### config.mk
export PLATFORM = sky130hd
export DESIGN_NAME = execute_stage_mc
export DESIGN_NICKNAME = d
export VERILOG_FILES = /design/src/rtl/execute_stage_mc.sv
export SDC_FILE = /design/constraint.sdc
export NUM_CORES = 2
export LEC_CHECK = 0
export BUFFER_PORTS_ARGS = -buffer_cell sky130_fd_sc_hd__buf_2
export CAP_MARGIN = 25
export CORE_MARGIN = 8
export CORE_UTILIZATION = 50
export CTS_BUF_LIST = sky130_fd_sc_hd__clkbuf_2 sky130_fd_sc_hd__clkbuf_4 sky130_fd_sc_hd__clkbuf_8
export CTS_CLUSTER_SIZE = 12
export DETAILED_ROUTE_END_ITERATION = 12
export PLACE_DENSITY = 0.71
export SKIP_CTS_REPAIR_TIMING = 1
export SYNTH_ARGS = -nofsm -noshare
export SYNTH_HDL_FRONTEND = slang
export SYNTH_SLANG_ARGS = --single-unit
### constraint.sdc
create_clock -name i_clk -period 14.6 [get_ports i_clk]
set_input_delay 2.92 -clock i_clk [delete_from_list [all_inputs] [get_ports i_clk]]
set_output_delay 2.92 -clock i_clk [all_outputs]
set_load 0.02 [all_outputs]
### src/rtl/execute_stage_mc.sv
// Execute stage with multi-cycle shift/multiply support.
// The ALU, branch resolution and forwarding are evaluated combinationally
// from the held rr_* operands. A small latency FSM stretches shifts and
// multiplies by holding exec_stall until the configured number of extra
// cycles has elapsed. Results are then committed to the writeback
// registers, and the perf counters are updated.
module execute_stage_mc #(
  parameter int WIDTH     = 32,
  parameter int SHIFT_LAT = 0,
  parameter int MUL_LAT   = 2,
  parameter int CNT_W     = 64
) (
  input  logic             i_clk,
  input  logic             i_reset,
  input  logic             rr_valid,
  input  logic [WIDTH-1:0] rr_pc,
  input  logic [5:0]       rr_op,
  input  logic [7:0]       rr_altop,
  input  logic [3:0]       rr_rd,
  input  logic [WIDTH-1:0] rr_rs_val,
  input  logic [WIDTH-1:0] rr_rt_val,
  input  logic [WIDTH-1:0] rr_imm,
  input  logic [WIDTH-1:0] decode_pc,
  output logic             exec_stall,
  output logic             exec_flush,
  output logic [WIDTH-1:0] exec_br_pc,
  output logic             exec_ld_pc,
  output logic [3:0]       exec_of_reg,
  output logic             exec_of_valid,
  output logic [WIDTH-1:0] exec_of_val,
  output logic [3:0]       exec_rd,
  output logic [WIDTH-1:0] exec_rd_val,
  output logic             exec_halted,
  output logic [CNT_W-1:0] inst_count,
  output logic [CNT_W-1:0] cycle_count
);

  localparam int SH_W = $clog2(WIDTH);

  // Primary opcodes; 0 selects the extended opcode space.
  localparam logic [5:0] OP_EXT  = 6'd0;
  localparam logic [5:0] OP_ADDI = 6'd1;
  localparam logic [5:0] OP_ANDI = 6'd2;
  localparam logic [5:0] OP_ORI  = 6'd3;
  localparam logic [5:0] OP_XORI = 6'd4;
  localparam logic [5:0] OP_BEQ  = 6'd5;
  localparam logic [5:0] OP_BLT  = 6'd6;
  localparam logic [5:0] OP_BLE  = 6'd7;
  localparam logic [5:0] OP_BNE  = 6'd8;
  localparam logic [5:0] OP_JAL  = 6'd9;

  // Extended opcodes; 0 is the NOP encoding.
  localparam logic [7:0] EXTOP_EQ   = 8'd1;
  localparam logic [7:0] EXTOP_LT   = 8'd2;
  localparam logic [7:0] EXTOP_LE   = 8'd3;
  localparam logic [7:0] EXTOP_NE   = 8'd4;
  localparam logic [7:0] EXTOP_ADD  = 8'd5;
  localparam logic [7:0] EXTOP_SUB  = 8'd6;
  localparam logic [7:0] EXTOP_AND  = 8'd7;
  localparam logic [7:0] EXTOP_OR   = 8'd8;
  localparam logic [7:0] EXTOP_XOR  = 8'd9;
  localparam logic [7:0] EXTOP_NAND = 8'd10;
  localparam logic [7:0] EXTOP_NOR  = 8'd11;
  localparam logic [7:0] EXTOP_NXOR = 8'd12;
  localparam logic [7:0] EXTOP_RSHF = 8'd13;
  localparam logic [7:0] EXTOP_LSHF = 8'd14;
  localparam logic [7:0] EXTOP_MUL  = 8'd15;

  localparam logic [3:0] SHIFT_L = 4'(SHIFT_LAT);
  localparam logic [3:0] MUL_L   = 4'(MUL_LAT);

  typedef enum logic [1:0] {IDLE, BUSY, HALT} state_t;

  state_t            state_reg, state_next;
  logic [3:0]        cnt_reg, cnt_next;
  logic [WIDTH-1:0]  result;
  logic [3:0]        lat;
  logic              valid_op;
  logic              do_jump;
  logic              br_cond;
  logic              commit;
  logic              cmp_eq, cmp_lt;
  logic signed [WIDTH-1:0] rs_s, rt_s;
  logic [SH_W-1:0]   sh_amt;

  assign rs_s     = $signed(rr_rs_val);
  assign rt_s     = $signed(rr_rt_val);
  assign cmp_eq   = (rr_rs_val == rr_rt_val);
  assign cmp_lt   = (rs_s < rt_s);
  assign sh_amt   = rr_rt_val[SH_W-1:0];
  assign valid_op = rr_valid && !(rr_op == OP_EXT && rr_altop == 8'd0);

  // ALU result and per-op extra latency.
  always_comb begin
    result = '0;
    lat    = 4'd0;
    case (rr_op)
      OP_EXT: begin
        case (rr_altop)
          EXTOP_EQ:   result = {{(WIDTH-1){1'b0}}, cmp_eq};
          EXTOP_LT:   result = {{(WIDTH-1){1'b0}}, cmp_lt};
          EXTOP_LE:   result = {{(WIDTH-1){1'b0}}, cmp_lt | cmp_eq};
          EXTOP_NE:   result = {{(WIDTH-1){1'b0}}, !cmp_eq};
          EXTOP_ADD:  result = rr_rs_val + rr_rt_val;
          EXTOP_SUB:  result = rr_rs_val - rr_rt_val;
          EXTOP_AND:  result = rr_rs_val & rr_rt_val;
          EXTOP_OR:   result = rr_rs_val | rr_rt_val;
          EXTOP_XOR:  result = rr_rs_val ^ rr_rt_val;
          EXTOP_NAND: result = ~(rr_rs_val & rr_rt_val);
          EXTOP_NOR:  result = ~(rr_rs_val | rr_rt_val);
          EXTOP_NXOR: result = ~(rr_rs_val ^ rr_rt_val);
          EXTOP_RSHF: begin
            result = $unsigned(rs_s >>> sh_amt);
            lat    = SHIFT_L;
          end
          EXTOP_LSHF: begin
            result = rr_rs_val << sh_amt;
            lat    = SHIFT_L;
          end
          EXTOP_MUL: begin
            result = rr_rs_val * rr_rt_val;
            lat    = MUL_L;
          end
          default:    result = '0;
        endcase
      end
      OP_ADDI: result = rr_rs_val + rr_imm;
      OP_ANDI: result = rr_rs_val & rr_imm;
      OP_ORI:  result = rr_rs_val | rr_imm;
      OP_XORI: result = rr_rs_val ^ rr_imm;
      OP_JAL:  result = rr_pc + WIDTH'(4);
      default: result = '0;
    endcase
  end

  // Branch condition, target and fetch redirect.
  always_comb begin
    br_cond = 1'b0;
    case (rr_op)
      OP_BEQ:  br_cond = cmp_eq;
      OP_BLT:  br_cond = cmp_lt;
      OP_BLE:  br_cond = cmp_lt | cmp_eq;
      OP_BNE:  br_cond = !cmp_eq;
      OP_JAL:  br_cond = 1'b1;
      default: br_cond = 1'b0;
    endcase
    exec_br_pc = (rr_op == OP_JAL) ? (rr_imm + rr_rs_val) : rr_imm;
    do_jump    = rr_valid && !exec_halted && br_cond;
    exec_flush = do_jump;
    exec_ld_pc = do_jump && (decode_pc != exec_br_pc);
  end

  // Latency FSM: next state, delay counter, stall and commit strobe.
  // A jump onto its own PC is an idle loop and parks the stage in HALT.
  always_comb begin
    state_next = state_reg;
    cnt_next   = cnt_reg;
    exec_stall = 1'b0;
    commit     = 1'b0;
    case (state_reg)
      IDLE: begin
        if (valid_op && lat != 4'd0) begin
          exec_stall = 1'b1;
          state_next = BUSY;
          cnt_next   = lat - 4'd1;
        end else begin
          commit = 1'b1;
          if (exec_ld_pc && rr_pc == exec_br_pc) state_next = HALT;
        end
      end
      BUSY: begin
        if (cnt_reg != 4'd0) begin
          exec_stall = 1'b1;
          cnt_next   = cnt_reg - 4'd1;
        end else begin
          commit     = 1'b1;
          state_next = IDLE;
        end
      end
      HALT:    exec_stall = 1'b1;
      default: state_next = IDLE;
    endcase
  end

  assign exec_halted   = (state_reg == HALT);
  assign exec_of_reg   = rr_rd;
  assign exec_of_valid = rr_valid && !exec_stall;
  assign exec_of_val   = result;

  // State, writeback registers and perf counters.
  always_ff @(posedge i_clk) begin
    if (i_reset) begin
      state_reg   <= IDLE;
      cnt_reg     <= 4'd0;
      exec_rd     <= 4'd0;
      exec_rd_val <= '0;
      inst_count  <= '0;
      cycle_count <= '0;
    end else begin
      state_reg <= state_next;
      cnt_reg   <= cnt_next;
      if (commit) begin
        exec_rd     <= valid_op ? rr_rd : 4'd0;
        exec_rd_val <= valid_op ? result : '0;
        if (valid_op) inst_count <= inst_count + CNT_W'(1);
      end
      if (!exec_halted) cycle_count <= cycle_count + CNT_W'(1);
    end
  end

endmodule

-- Word-level counts from Yosys, hierarchy flattened
Index checks and enable logic that the tools add are counted.
- mux-type cells: 21
- reduce and logical (&&, ||, !) cells: 21
- add/sub/neg operators: 8
- order comparisons: 1
- multipliers: 1
- bitwise gates (word level): 11
- shift operators: 2
- equality and inequality tests: 33
- operators with widths (kind ; count):
    $pmux W32 S15 ; 1
    $pmux W32 S6 ; 1
    $add A64 B1 Y64 const B ; 2
    $not A32 Y32 ; 3
    $add A32 B32 Y32 ; 2
    $and A32 B32 Y32 ; 2
    $eq A32 B32 Y1 ; 2
    $eq A8 B4 Y1 const B ; 8
    $mux W32 ; 2
    $or A32 B32 Y32 ; 2
    $xor A32 B32 Y32 ; 2
    $add A32 B3 Y32 const B ; 1
    $eq A8 B3 Y1 const B ; 4
    $lt A32 B32 Y1 ; 1
    $mul A32 B32 Y32 ; 1
    $ne A32 B32 Y1 ; 1
    $shl A32 B5 Y32 ; 1
    $sshr A32 B5 Y32 ; 1
    $sub A32 B32 Y32 ; 1
    $eq A6 B3 Y1 const B ; 4
    $eq A8 B2 Y1 const B ; 2
    $eq A6 B2 Y1 const B ; 2
    $eq A6 B4 Y1 const B ; 2
    $mux W4 ; 3
    25 further kinds ; 47
- register bits: 170
- input port bits: 181
- logic and storage cells: 104
- output and inout port bits: 237

-- Depth between registers and ports, before layout
- depth in word-level cells: 9
- depth in mapped cells: 31
- mapped depth without buffers: 29

-- Worst setup path before layout
Ideal clock, no wire load.
- path type: input to output
- from: in rr_rt_val[2]
- to: out exec_of_val[27]
- stages: 29
- data required time: 11.680 ns
- buffers on the path: 4
- arrival time: 11.080 ns
- setup slack: 0.600 ns
- path through: inv_2 -> buf_1 -> buf_1 -> clkbuf_1 -> buf_1 -> nor2_1 -> fa_1 -> inv_1 -> fa_1 -> fa_1 -> fa_1 -> inv_1 -> fa_1 -> inv_1 -> fa_1 -> inv_1 -> fa_1 -> fa_1 -> ha_1 -> a21o_1 -> a21o_1 -> a21o_1 -> a21oi_1 -> o21ai_0 -> a211oi_1 -> o21ai_0 -> o311ai_0 -> a211oi_1 -> o211ai_1
- longest elaborated chain between the ends: 3
- elaborated cells between the ends (all ways): 7
- classes of those cells: add/sub (2); mul (1); shift (2); mux (2)
- ends and longest elaborated chain (what ; line ; text):
    start, declared ; 21 ; input logic [WIDTH-1:0] rr_rt_val,
    $mul A32 B32 Y32 (tied with other cells) ; 121 ; result = rr_rs_val * rr_rt_val;
    $pmux W32 S15 * ; 99 ; case (rr_altop)
    $pmux W32 S6 * ; 97 ; case (rr_op)
    end, declared ; 30 ; output logic [WIDTH-1:0] exec_of_val,
Mark *: on every way between the ends. The rest lies on a longest branch, timed or not.

-- Worst setup path after layout
- from: in rr_rs_val[5]
- to: out exec_of_val[28]
- longest elaborated chain between the ends: 3
- elaborated cells between the ends (all ways): 8
- classes of those cells: add/sub (3); mul (1); shift (2); mux (2)
- ends and longest elaborated chain (what ; line ; text):
    start, declared ; 20 ; input logic [WIDTH-1:0] rr_rs_val,
    $mul A32 B32 Y32 (tied with other cells) ; 121 ;
    $pmux W32 S15 ; 99 ;
    $pmux W32 S6 * ; 97 ;
Marks and branches as above.

==> flow_summary.ini <==
[worst_setup_path]
path_delay_family = adder cells
cp.required_ns = 11.68
cp_common_cell = fa_1
crit_cells = 27
r2r_start = state_reg[0]$_SDFFE_PP0P_
crit_fanout = 11
cpMaxStageDelayCell = a221oi_2
crit_buf_inv = 7
critPathLaunchType = input pin
critical-path-max-stage-delay_ns = 0.59
arrival_ns = 11.17
r2r_cells = 10
crit_start = rr_rs_val[5]
path_class = input pin to primary output
end_kind = primary output

[status]
status = complete, no violations

[clock_tree]
clkSinkCount = 170
clock_latency_ns = 0.54
tritoncts = built
cts_htree_levels = 4
clk_path_buf_depth = 2
cts_root_buf = clkbuf_8
path_clk_slew_ns = 0.11
cts_made_buffers = 17

[place]
dpl.cell_count = 6088
gp_congestion = 1.11
io_buffer_count = 417
dp_hpwl_mm = 133

[die]
rows = 101
pin_count = 418
die-area_mm2 = 0.0850
start_util_pct = 50.2
die_x_um = 292
core_mm2 = 0.0756
die_h_um = 292

[sta]
hold_viol_final = 0
report.final.slew_viol_count = 0
fmax_mhz = 71.0
final.setup.tns_ns = 0
hold_ws_ns = 0.457
fin_crit_sh_pct = 96.5
fin_crit_ns = 14.09
finalSetupViolCount = 0
fin_skew_ns = 0.0704
worstMarginPinSlew_ns = 1.17
relSlewSlack_pct = 21.6
rsz0062_at_grt = no

[pwr]
ir_drop_mv = 1.58
power_density_mw_per_mm2 = 302
power.leakage_nw = 19.1

[synthesis]
synthAdderAreaFrac_pct = 31.2
synth-xor-area-share_pct = 7.58
synthFlopType = dfxtp_1
synth.distinct_cells = 105
synth_top_family_by_area = adder cells
synth.yosys.seq_area_share_pct = 8.96
synthCells = 4883
synth-simple-area-share_pct = 20.3
netlist_area_mm2 = 0.0380
yosysWarnings = 0
synthMuxAreaShare_pct = 5.85
async_reset_ff_share_pct = 0
synth-compound-area-share_pct = 17.5
synth_seq_cells = 170
syn_area_per_cell_um2 = 7.78
syn_nets = 5763
synth_edf_count = 0

[routing]
post_drt_wl_per_cell_um = 27.8
dr.pass1.iters = 7
num_vias = 40260
drc = 0
drt-total-wl_mm = 171
viasPerCell = 6.55
drt_iter0_markers = 6034
drtAntennaViolNets = 0

[finish]
fin_nets = 6012
largest_registers = cycle_count: 64 flops, inst_count: 64 flops, exec_rd_val: 32 flops
fill_cells = 7323
drive_gt1_share_pct = 13.7
area.growth.synth_to_final_pct = 9.33
fin_cells = 6146

[global_route]
grt.overflow.total = 0
grt_usage_pct = 38.4
grt_pass1_wl_mm = 250
grt_max_degree = 98
antenna_found_initial = 18
first_global_vias = 38543

[min_path]
hp-start = exec_rd_val[21]$_SDFFE_PP0P_
holdPathStages = 2
hold_path.class = flop to flop

[job]
cap_violations = 0
-- metal layers --
metal	track usage [%]	share of wire [%]	vias up
li1	-	-	17106
met1	46.9	36	19108
met2	56.2	41	3213
met3	14.5	14	825
met4	25.4	8.6	8
met5	1.25	0.15	-
-- cells by family (layout without fill, tap and decap cells) --
| group | after synthesis | in the layout |
|---|---|---|
| AO/OA/AOI/OAI | 996 | 996 |
| XOR/XNOR | 323 | 323 |
| adder cells (fa/ha/maj) | 699 | 699 |
| buffers and inverters | 855 | 1117 |
| flip-flops | 170 | 170 |
| multiplexers | 145 | 145 |
| other | 0 | 23 |
| AND/OR/NAND/NOR | 1695 | 1695 |
-- path summary, 6_finish.rpt --
check / endpoint / slack (ns)
worst max register to register: cycle_count[58]$_SDFFE_PP0N_ / 10.56
worst min-delay path: exec_rd_val[21]$_SDFFE_PP0P_ / 0.46
worst min register to register: exec_rd_val[21]$_SDFFE_PP0P_ / 0.46
worst max-delay path: exec_of_val[28] / 0.51
-- where the power goes --
part	switching, W	total (W)	internal (W)
Combinational	0.00734	0.0117	0.00435
Sequential	0.00000325	0.000470	0.000467
Clock	0.000250	0.000386	0.000136
Total	0.00760	0.0126	0.00496
-- stage by stage --
stage	setup WS, ns	util, %	instance area, um2	total power (W)
after floorplan	0.600	-	38000	0.00785
after global placement	0.831	54.2	41000	0.0115
after detailed placement	0.794	54.2	41000	0.0116
after CTS	0.762	54.8	41400	0.0121
after global routing	0.286	54.9	41500	0.0133
final	0.506	54.9	41500	0.0126
-- tightest hold or removal path, stage by stage (launching register included) --
cell and delay (ns):
dfxtp_1 0.33, nand2_1 0.05, a21oi_1 0.05
-- cells in the mapped netlist, drive strengths merged, types with 60 or more instances --
cell,count,area [um2]
a21oi,247,1250
buf,80,374
clkbuf,229,860
dfxtp,170,3400
fa,411,8230
ha,288,3600
inv,533,2000
mux2i,80,801
mux4,61,1370
nand2,467,1750
nand3,98,490
nand4,60,375
nor2,687,2600
nor3,89,455
o21ai,238,1190
xnor2,183,1610
xor2,137,1200
-- area by class of cell --
cell class,instances,area (um2),share of cell area (%)
Clock buffer,17,234,0.564
Tap cell,978,1220,2.95
Multi-Input combinational cell,3858,31300,75.5
Antenna cell,23,57.6,0.139
Sequential cell,170,3400,8.20
Timing Repair Buffer,539,3010,7.26
Inverter,546,2050,4.94
Clock inverter,15,206,0.497
-- cell usage in the layout, fill, tap and decap left out, drive strengths merged, types with 28 or more instances in the layout --
cell    count
nand2b     32
a221oi     42
nand4      60
nor2      687
buf       538
nor3       89
o211ai     33
mux4       61
o22ai      44
mux2i      80
ha        288
or3        52
a21o       41
inv       539
a22oi      37
o21ai     238
a21oi     247
dfxtp     170
nand2     467
fa        411
nor4       40
and3       52
a211oi     36
o221ai     34
a31oi      28
xnor2     183
xor2      137
nand3      98
Power figures use the tool's default switching activity.
